--- config.mk ---
export PLATFORM = sky130hd
export DESIGN_NAME = gift_128_core_param_flat
export DESIGN_NICKNAME = d
export VERILOG_FILES = /design/src/rtl/gift_128_core_param_if.sv /design/src/rtl/gift_128_core_param.sv /design/src/flat_wrapper.sv
export SDC_FILE = /design/constraint.sdc
export NUM_CORES = 2
export LEC_CHECK = 0
export ABC_AREA = 1
export CELL_PAD_IN_SITES_DETAIL_PLACEMENT = 0
export CELL_PAD_IN_SITES_GLOBAL_PLACEMENT = 2
export CORE_MARGIN = 10
export CORE_UTILIZATION = 34
export CTS_BUF_LIST = sky130_fd_sc_hd__clkbuf_8
export DETAILED_ROUTE_END_ITERATION = 12
export PLACE_DENSITY = 0.94
export SLEW_MARGIN = 10
export SYNTH_ARGS = -nofsm -noshare
export SYNTH_HDL_FRONTEND = slang
export SYNTH_SLANG_ARGS = --single-unit
--- constraint.sdc ---
create_clock -name clk_i -period 3.1 [get_ports clk_i]
set_clock_uncertainty 0.2 [all_clocks]
set_input_delay 0.62 -clock clk_i [delete_from_list [all_inputs] [get_ports clk_i]]
set_output_delay 0.62 -clock clk_i [all_outputs]
set_load 0.02 [all_outputs]
--- src/rtl/gift_128_core_param_if.sv ---
// gift_128_core_param_if: host-side key/data handshake for the GIFT-128 core.
// key_clr exists only when GIFT128_KEY_CLEAR_EN is defined.
interface gift_128_core_param_if;
  logic [127:0] key_in;
  logic         key_ld;
  logic         key_ready;
  logic         mode;
  logic [127:0] data_in;
  logic         start;
  logic [127:0] data_out;
  logic         done;
  logic         busy;
`ifdef GIFT128_KEY_CLEAR_EN
  logic         key_clr;
`endif

  modport master (
    output key_in, key_ld, mode,
    output data_in, start,
`ifdef GIFT128_KEY_CLEAR_EN
    output key_clr,
`endif
    input  key_ready, data_out,
    input  done, busy
  );

  modport slave (
    input  key_in, key_ld, mode,
    input  data_in, start,
`ifdef GIFT128_KEY_CLEAR_EN
    input  key_clr,
`endif
    output key_ready, data_out,
    output done, busy
  );
endinterface

--- src/rtl/gift_128_core_param.sv ---
// gift_128_core_param: GIFT-128 enc/dec core, UNROLL rounds per clock.
// Optional key wipe input enabled by GIFT128_KEY_CLEAR_EN.
module gift_128_core_param #(
  parameter int UNROLL = 1,
  parameter int ROUNDS = 40
) (
  input  logic                  clk_i,
  input  logic                  reset_n,
  gift_128_core_param_if.slave  bus
);
  localparam int USAFE = (UNROLL < 1) ? 1 : UNROLL;
  localparam int NCYC = ROUNDS / USAFE;
  localparam logic [5:0] LAST = 6'(NCYC - 1);
  localparam logic [5:0] RMAX = 6'(ROUNDS - 1);

  if (ROUNDS != 40) begin : g_bad_rounds
    $error("gift_128_core_param: ROUNDS must be 40");
  end
  if (UNROLL < 1 || UNROLL > 40 || (40 % USAFE) != 0)
  begin : g_bad_unroll
    $error("gift_128_core_param: UNROLL must divide 40");
  end

  localparam logic [3:0] SBOX [16] = '{
    4'h1, 4'hA, 4'h4, 4'hC, 4'h6, 4'hF, 4'h3, 4'h9,
    4'h2, 4'hD, 4'hB, 4'h7, 4'h5, 4'h0, 4'h8, 4'hE
  };
  localparam logic [3:0] ISBOX [16] = '{
    4'hD, 4'h0, 4'h8, 4'h6, 4'h2, 4'hC, 4'h4, 4'hB,
    4'hE, 4'h7, 4'h1, 4'hA, 4'h3, 4'h9, 4'hF, 4'h5
  };
  localparam logic [5:0] RC_T [40] = '{
    6'h01, 6'h03, 6'h07, 6'h0F, 6'h1F, 6'h3E, 6'h3D, 6'h3B,
    6'h37, 6'h2F, 6'h1E, 6'h3C, 6'h39, 6'h33, 6'h27, 6'h0E,
    6'h1D, 6'h3A, 6'h35, 6'h2B, 6'h16, 6'h2C, 6'h18, 6'h30,
    6'h21, 6'h02, 6'h05, 6'h0B, 6'h17, 6'h2E, 6'h1C, 6'h38,
    6'h31, 6'h23, 6'h06, 6'h0D, 6'h1B, 6'h36, 6'h2D, 6'h1A
  };

  function automatic logic [127:0] sub_cells(
    input logic [127:0] s, input logic inv);
    logic [127:0] o;
    o = '0;
    for (int i = 0; i < 32; i++)
      o[4*i +: 4] = inv ? ISBOX[s[4*i +: 4]] : SBOX[s[4*i +: 4]];
    return o;
  endfunction

  function automatic int pos(input int i);
    return 4*(i/16) + 32*((3*((i%16)/4) + i%4) % 4) + i%4;
  endfunction

  function automatic logic [127:0] perm(
    input logic [127:0] s, input logic inv);
    logic [127:0] o;
    o = '0;
    for (int i = 0; i < 128; i++) begin
      if (inv) o[i] = s[pos(i)];
      else     o[pos(i)] = s[i];
    end
    return o;
  endfunction

  function automatic logic [127:0] add_rk(
    input logic [127:0] s, input logic [127:0] k,
    input logic [5:0] rc);
    logic [127:0] o;
    o = s;
    for (int i = 0; i < 32; i++) begin
      o[4*i+2] = o[4*i+2] ^ k[64+i];
      o[4*i+1] = o[4*i+1] ^ k[i];
    end
    o[127] = ~o[127];
    o[23] = o[23] ^ rc[5];
    o[19] = o[19] ^ rc[4];
    o[15] = o[15] ^ rc[3];
    o[11] = o[11] ^ rc[2];
    o[7]  = o[7]  ^ rc[1];
    o[3]  = o[3]  ^ rc[0];
    return o;
  endfunction

  function automatic logic [127:0] upd(input logic [127:0] k);
    return {k[17:16], k[31:18], k[11:0], k[15:12], k[127:32]};
  endfunction

  function automatic logic [127:0] inv_upd(input logic [127:0] n);
    return {n[95:0], n[125:112], n[127:126], n[99:96], n[111:100]};
  endfunction

  typedef enum logic [1:0] {IDLE, KEY_PREP, RUN, DONE} state_e;

  state_e       st, st_nx;
  logic [5:0]   cnt;
  logic [127:0] sreg, kreg, k0_reg, k40_reg;
  logic         mode_r, kr;
  logic         clr, last;
  logic [127:0] s_run, k_run, k_prep;
  logic [5:0]   fwd;

`ifdef GIFT128_KEY_CLEAR_EN
  assign clr = bus.key_clr;
`else
  assign clr = 1'b0;
`endif

  assign last = (cnt == LAST);

  always_ff @(posedge clk_i or negedge reset_n) begin
    if (!reset_n) st <= IDLE;
    else          st <= st_nx;
  end

  always_comb begin
    st_nx = st;
    if (clr) begin
      st_nx = IDLE;
    end else begin
      unique case (st)
        IDLE: begin
          if (bus.key_ld)           st_nx = KEY_PREP;
          else if (bus.start && kr) st_nx = RUN;
        end
        KEY_PREP: if (last) st_nx = IDLE;
        RUN:      if (last) st_nx = DONE;
        DONE:     st_nx = IDLE;
        default:  st_nx = IDLE;
      endcase
    end
  end

  always_comb begin
    bus.busy = (st != IDLE);
    bus.done = (st == DONE);
  end

  assign bus.data_out  = sreg;
  assign bus.key_ready = kr;

  // Decryption walks the schedule backwards from K40, one inverse step per round.
  always_comb begin
    s_run  = sreg;
    k_run  = kreg;
    k_prep = kreg;
    fwd    = '0;
    for (int j = 0; j < USAFE; j++) begin
      fwd    = 6'(int'(cnt) * USAFE + j);
      k_prep = upd(k_prep);
      if (!mode_r) begin
        s_run = perm(sub_cells(s_run, 1'b0), 1'b0);
        s_run = add_rk(s_run, k_run, RC_T[fwd]);
        k_run = upd(k_run);
      end else begin
        k_run = inv_upd(k_run);
        s_run = add_rk(s_run, k_run, RC_T[RMAX - fwd]);
        s_run = sub_cells(perm(s_run, 1'b1), 1'b1);
      end
    end
  end

  always_ff @(posedge clk_i or negedge reset_n) begin
    if (!reset_n) begin
      cnt     <= '0;
      sreg    <= '0;
      kreg    <= '0;
      k0_reg  <= '0;
      k40_reg <= '0;
      mode_r  <= 1'b0;
      kr      <= 1'b0;
    end else if (clr) begin
      cnt     <= '0;
      sreg    <= '0;
      kreg    <= '0;
      k0_reg  <= '0;
      k40_reg <= '0;
      kr      <= 1'b0;
    end else begin
      unique case (st)
        IDLE: begin
          if (bus.key_ld) begin
            kreg   <= bus.key_in;
            k0_reg <= bus.key_in;
            kr     <= 1'b0;
            cnt    <= '0;
          end else if (bus.start && kr) begin
            sreg   <= bus.data_in;
            mode_r <= bus.mode;
            kreg   <= bus.mode ? k40_reg : k0_reg;
            cnt    <= '0;
          end
        end
        KEY_PREP: begin
          kreg <= k_prep;
          cnt  <= last ? 6'd0 : cnt + 6'd1;
          if (last) begin
            k40_reg <= k_prep;
            kr      <= 1'b1;
          end
        end
        RUN: begin
          sreg <= s_run;
          kreg <= k_run;
          cnt  <= last ? 6'd0 : cnt + 6'd1;
        end
        default: ;
      endcase
    end
  end
endmodule

--- src/flat_wrapper.sv ---
// flat-port wrapper written by rule: the top's interface ports become plain ports
module gift_128_core_param_flat 
#(
  parameter int UNROLL = 1,
  parameter int ROUNDS = 40
)
  (clk_i, reset_n, bus_key_in, bus_key_ld, bus_mode, bus_data_in, bus_start, bus_key_ready, bus_data_out, bus_done, bus_busy);
  gift_128_core_param_if bus_i ();
  input  logic clk_i;
  input  logic reset_n;
  input wire logic [$bits(bus_i.key_in)-1:0] bus_key_in;
  input wire logic [$bits(bus_i.key_ld)-1:0] bus_key_ld;
  input wire logic [$bits(bus_i.mode)-1:0] bus_mode;
  input wire logic [$bits(bus_i.data_in)-1:0] bus_data_in;
  input wire logic [$bits(bus_i.start)-1:0] bus_start;
  output wire logic [$bits(bus_i.key_ready)-1:0] bus_key_ready;
  output wire logic [$bits(bus_i.data_out)-1:0] bus_data_out;
  output wire logic [$bits(bus_i.done)-1:0] bus_done;
  output wire logic [$bits(bus_i.busy)-1:0] bus_busy;
  assign bus_i.key_in = bus_key_in;
  assign bus_i.key_ld = bus_key_ld;
  assign bus_i.mode = bus_mode;
  assign bus_i.data_in = bus_data_in;
  assign bus_i.start = bus_start;
  assign bus_key_ready = bus_i.key_ready;
  assign bus_data_out = bus_i.data_out;
  assign bus_done = bus_i.done;
  assign bus_busy = bus_i.busy;
  gift_128_core_param #(.UNROLL(UNROLL), .ROUNDS(ROUNDS)) u_core (.clk_i(clk_i), .reset_n(reset_n), .bus(bus_i));
endmodule
==> impl_metrics.env <==
export IMPL_drtIter0Drc=4301
export IMPL_p_leak_nw=20.1
export IMPL_cp_max_fo=7
export IMPL_area_delta_synth_final_pct=22.6
export IMPL_fin_cells=6789
export IMPL_timing_setup_tns_ps=0
export IMPL_core_area_mm2=0.108
export IMPL_hold_viol_final=0
export IMPL_ys_seq_elements=522
export IMPL_max_slew_margin=0.439
export IMPL_clock_sinks=522
export IMPL_grt_start_max_net_pins=109
export IMPL_rr_startpoint="u_core.st[0]$_DFFE_PN0P_"
export IMPL_critPathLaunch="u_core.bus.data_out[11]$_DFFE_PN0P_"
export IMPL_cpMaxStageDelayCell="dfrtp_1"
export IMPL_syn_area_mm2=0.0370
export IMPL_synth_compound_area_share=0.222
export IMPL_grt_pass1_wl_um=259000
export IMPL_first_pass_iters=6
export IMPL_crit_cells=1
export IMPL_synth_edff_count=0
export IMPL_final_util=0.422
export IMPL_worstSkewPairLatency_ps=780
export IMPL_hpwl_um=140000
export IMPL_grt_usage=0.283
export IMPL_cp_cell_sequence="clkdlybuf4s50_1"
export IMPL_crit_type="reg -> out"
export IMPL_viasPerCell=5.72
export IMPL_wire_per_inst_um=26.6
export IMPL_avgSynthCellArea_um2=7.50
export IMPL_clock_fmax_ghz=0.325
export IMPL_dp_cells=6615
export IMPL_drive_gt1_frac=0.0964
export IMPL_nFillCells=11000
export IMPL_cp_arrival_ps=2260
export IMPL_synth_fa_ha_area_frac=0.0700
export IMPL_cpLargestDelayFamily="flip-flops"
export IMPL_routed_wl_um=180000
export IMPL_r2r_cells=9
export IMPL_holdWs_ps=136
export IMPL_synth_warnings=0
export IMPL_synth_fp_nets=5401
export IMPL_root_buffer="clkbuf_8"
export IMPL_worstPathRequired_ps=2280
export IMPL_synth_flop_cell="dfrtp_1"
export IMPL_drc=0
export IMPL_critPathLaunchType="register"
export IMPL_postRouteAntennaNets=0
export IMPL_postCtsSetupBuffers=0
export IMPL_synth_seq_area_share=0.353
export IMPL_grt_setup_unrepaired="false"
export IMPL_clk_pin_slew_worst_paths_ps=70
export IMPL_r2r_setup_slack_ps=320
export IMPL_numCtsBuffers=97
export IMPL_synth_cell_types=46
export IMPL_antenna_found_initial=6
export IMPL_synthArstFlopShare=1.00
export IMPL_synth_top_family_by_area="compound AO/OA/AOI/OAI gates"
export IMPL_io_pins=392
export IMPL_synth_xor_area_share=0.0360
export IMPL_num_rows=120
export IMPL_gp_congestion=0.987
export IMPL_synth_mux_area_frac=0.0301
export IMPL_htreeDepth=3
export IMPL_cts_buffer_depth=3
export IMPL_hp_class="in -> async"
export IMPL_worst_slew_pin_slew_ps=834
export IMPL_netlist_instances=4933
export IMPL_grt_ovfl_total=0
export IMPL_grt_pass1_vias=36100
export IMPL_numPortBuffers=391
export IMPL_die_area_mm2=0.122
export IMPL_drv_cap=0
export IMPL_min_period_ps=3080
export IMPL_outcome="completed"
export IMPL_end_kind="output pin"
export IMPL_fin_crit_sh=0.993
export IMPL_path_buf_inv=1
export IMPL_slew_viol_final=0
export IMPL_via_count=38900
export IMPL_fin_nets=5780
export IMPL_setup_viol=0
export IMPL_die_w_um=350
export IMPL_cts_tree="built"
export IMPL_synth_simple_area_share=0.210
export IMPL_die_y_um=350
export IMPL_start_util=0.344
export IMPL_slowest_delay_ps=760
export IMPL_ir_drop_mv=0.900
export IMPL_powerDensity_mw_per_mm2=1270
## timing repair
action / 4_1_cts / 5_1_grt
hold buffers: 1 / 0
endpoints found under the hold margin: 322 / 0
resized for setup: 3 / 0
setup endpoints to repair: 3 / 0
## per-layer routing
metal	GRT usage	vias up	routed length [um]
met5	0	-	24
met4	0.108	4	7580
met3	0.0787	279	20300
met2	0.410	2043	74400
met1	0.394	18900	78100
li1	-	17700	-
## metrics by stage
stage	area [um^2]	worst slack, ps	power (mW)
2_1_floorplan	37000	916	34.1
3_3_place_gp	43300	305	49.4
3_5_place_dp	43300	293	49.6
4_1_cts	45300	29.6	56.8
5_1_grt	45300	38.0	61.1
6_report	45300	22.4	57.5
## kinds of logic (layout without fill, tap and decap cells)
kind of cell	after synthesis	count (layout)
fa+ha+maj	207	207
other cells	0	3
mux	99	99
flops	522	522
xor+xnor	152	152
simple gates	1895	1895
buf+inv	719	1169
compound gates	1339	1339
## worst paths after layout
check | endpoint
min | u_core.k40_reg[127]$_DFFE_PN0P_
max in group asynchronous | u_core.bus.data_out[107]$_DFFE_PN0P_
min reg2reg | u_core.k0_reg[74]$_DFFE_PN0P_
min in group clk_i | u_core.bus.key_ready$_DFFE_PN0P_
max | bus_data_out[11]
max reg2reg | u_core.bus.data_out[86]$_DFFE_PN0P_
## layout make-up
cell class                      instances  area [um^2]  share of cell area
Antenna cell                            3         7.51            0.000166
Clock buffer                          125         1720              0.0379
Clock inverter                         45          275             0.00607
Inverter                              416         1590              0.0350
Multi-Input combinational cell       3692        21100               0.465
Sequential cell                       522        13100               0.288
Tap cell                             1403         1760              0.0387
Timing Repair Buffer                  583         5850               0.129
## synthesized netlist by cell type (6+ instances only)
cell | n | share of area
a211oi_1 | 30 | 0.0061
clkinv_1 | 8 | 0.00081
a21oi_1 | 211 | 0.029
xor2_1 | 52 | 0.012
clkbuf_1 | 155 | 0.016
a31oi_1 | 43 | 0.0073
o31ai_1 | 6 | 0.0012
mux2_2 | 99 | 0.030
ha_1 | 207 | 0.070
or2_2 | 6 | 0.0010
nand3_2 | 7 | 0.0019
nand2_1 | 1176 | 0.12
o21ai_1 | 6 | 0.00081
inv_1 | 387 | 0.039
buf_1 | 14 | 0.0014
nor3_1 | 15 | 0.0020
o21ai_0 | 477 | 0.065
o311ai_0 | 23 | 0.0054
a22oi_1 | 85 | 0.017
inv_2 | 18 | 0.0018
dfrtp_1 | 522 | 0.35
o221ai_1 | 39 | 0.0092
nor2_1 | 299 | 0.030
o211ai_1 | 284 | 0.058
nand2_2 | 21 | 0.0036
buf_2 | 127 | 0.017
xnor2_1 | 100 | 0.024
nand3_1 | 349 | 0.047
o22ai_1 | 119 | 0.020
## layout by cell type, fill, tap and decap left out, drive strengths merged, types with 194 or more instances in the layout
cell type,instances
dfrtp,522
o21ai,485
ha,207
clkdlybuf4s50,387
buf,194
o211ai,284
nand2,1199
nand3,356
a21oi,216
inv,434
nor2,304
## power by group
group / internal, mW / switching, mW
clock: 3.71 / 3.34
combinational: 13.1 / 24.0
sequential: 9.39 / 4.05
Note: power is estimated with default switching activity, not from simulation.
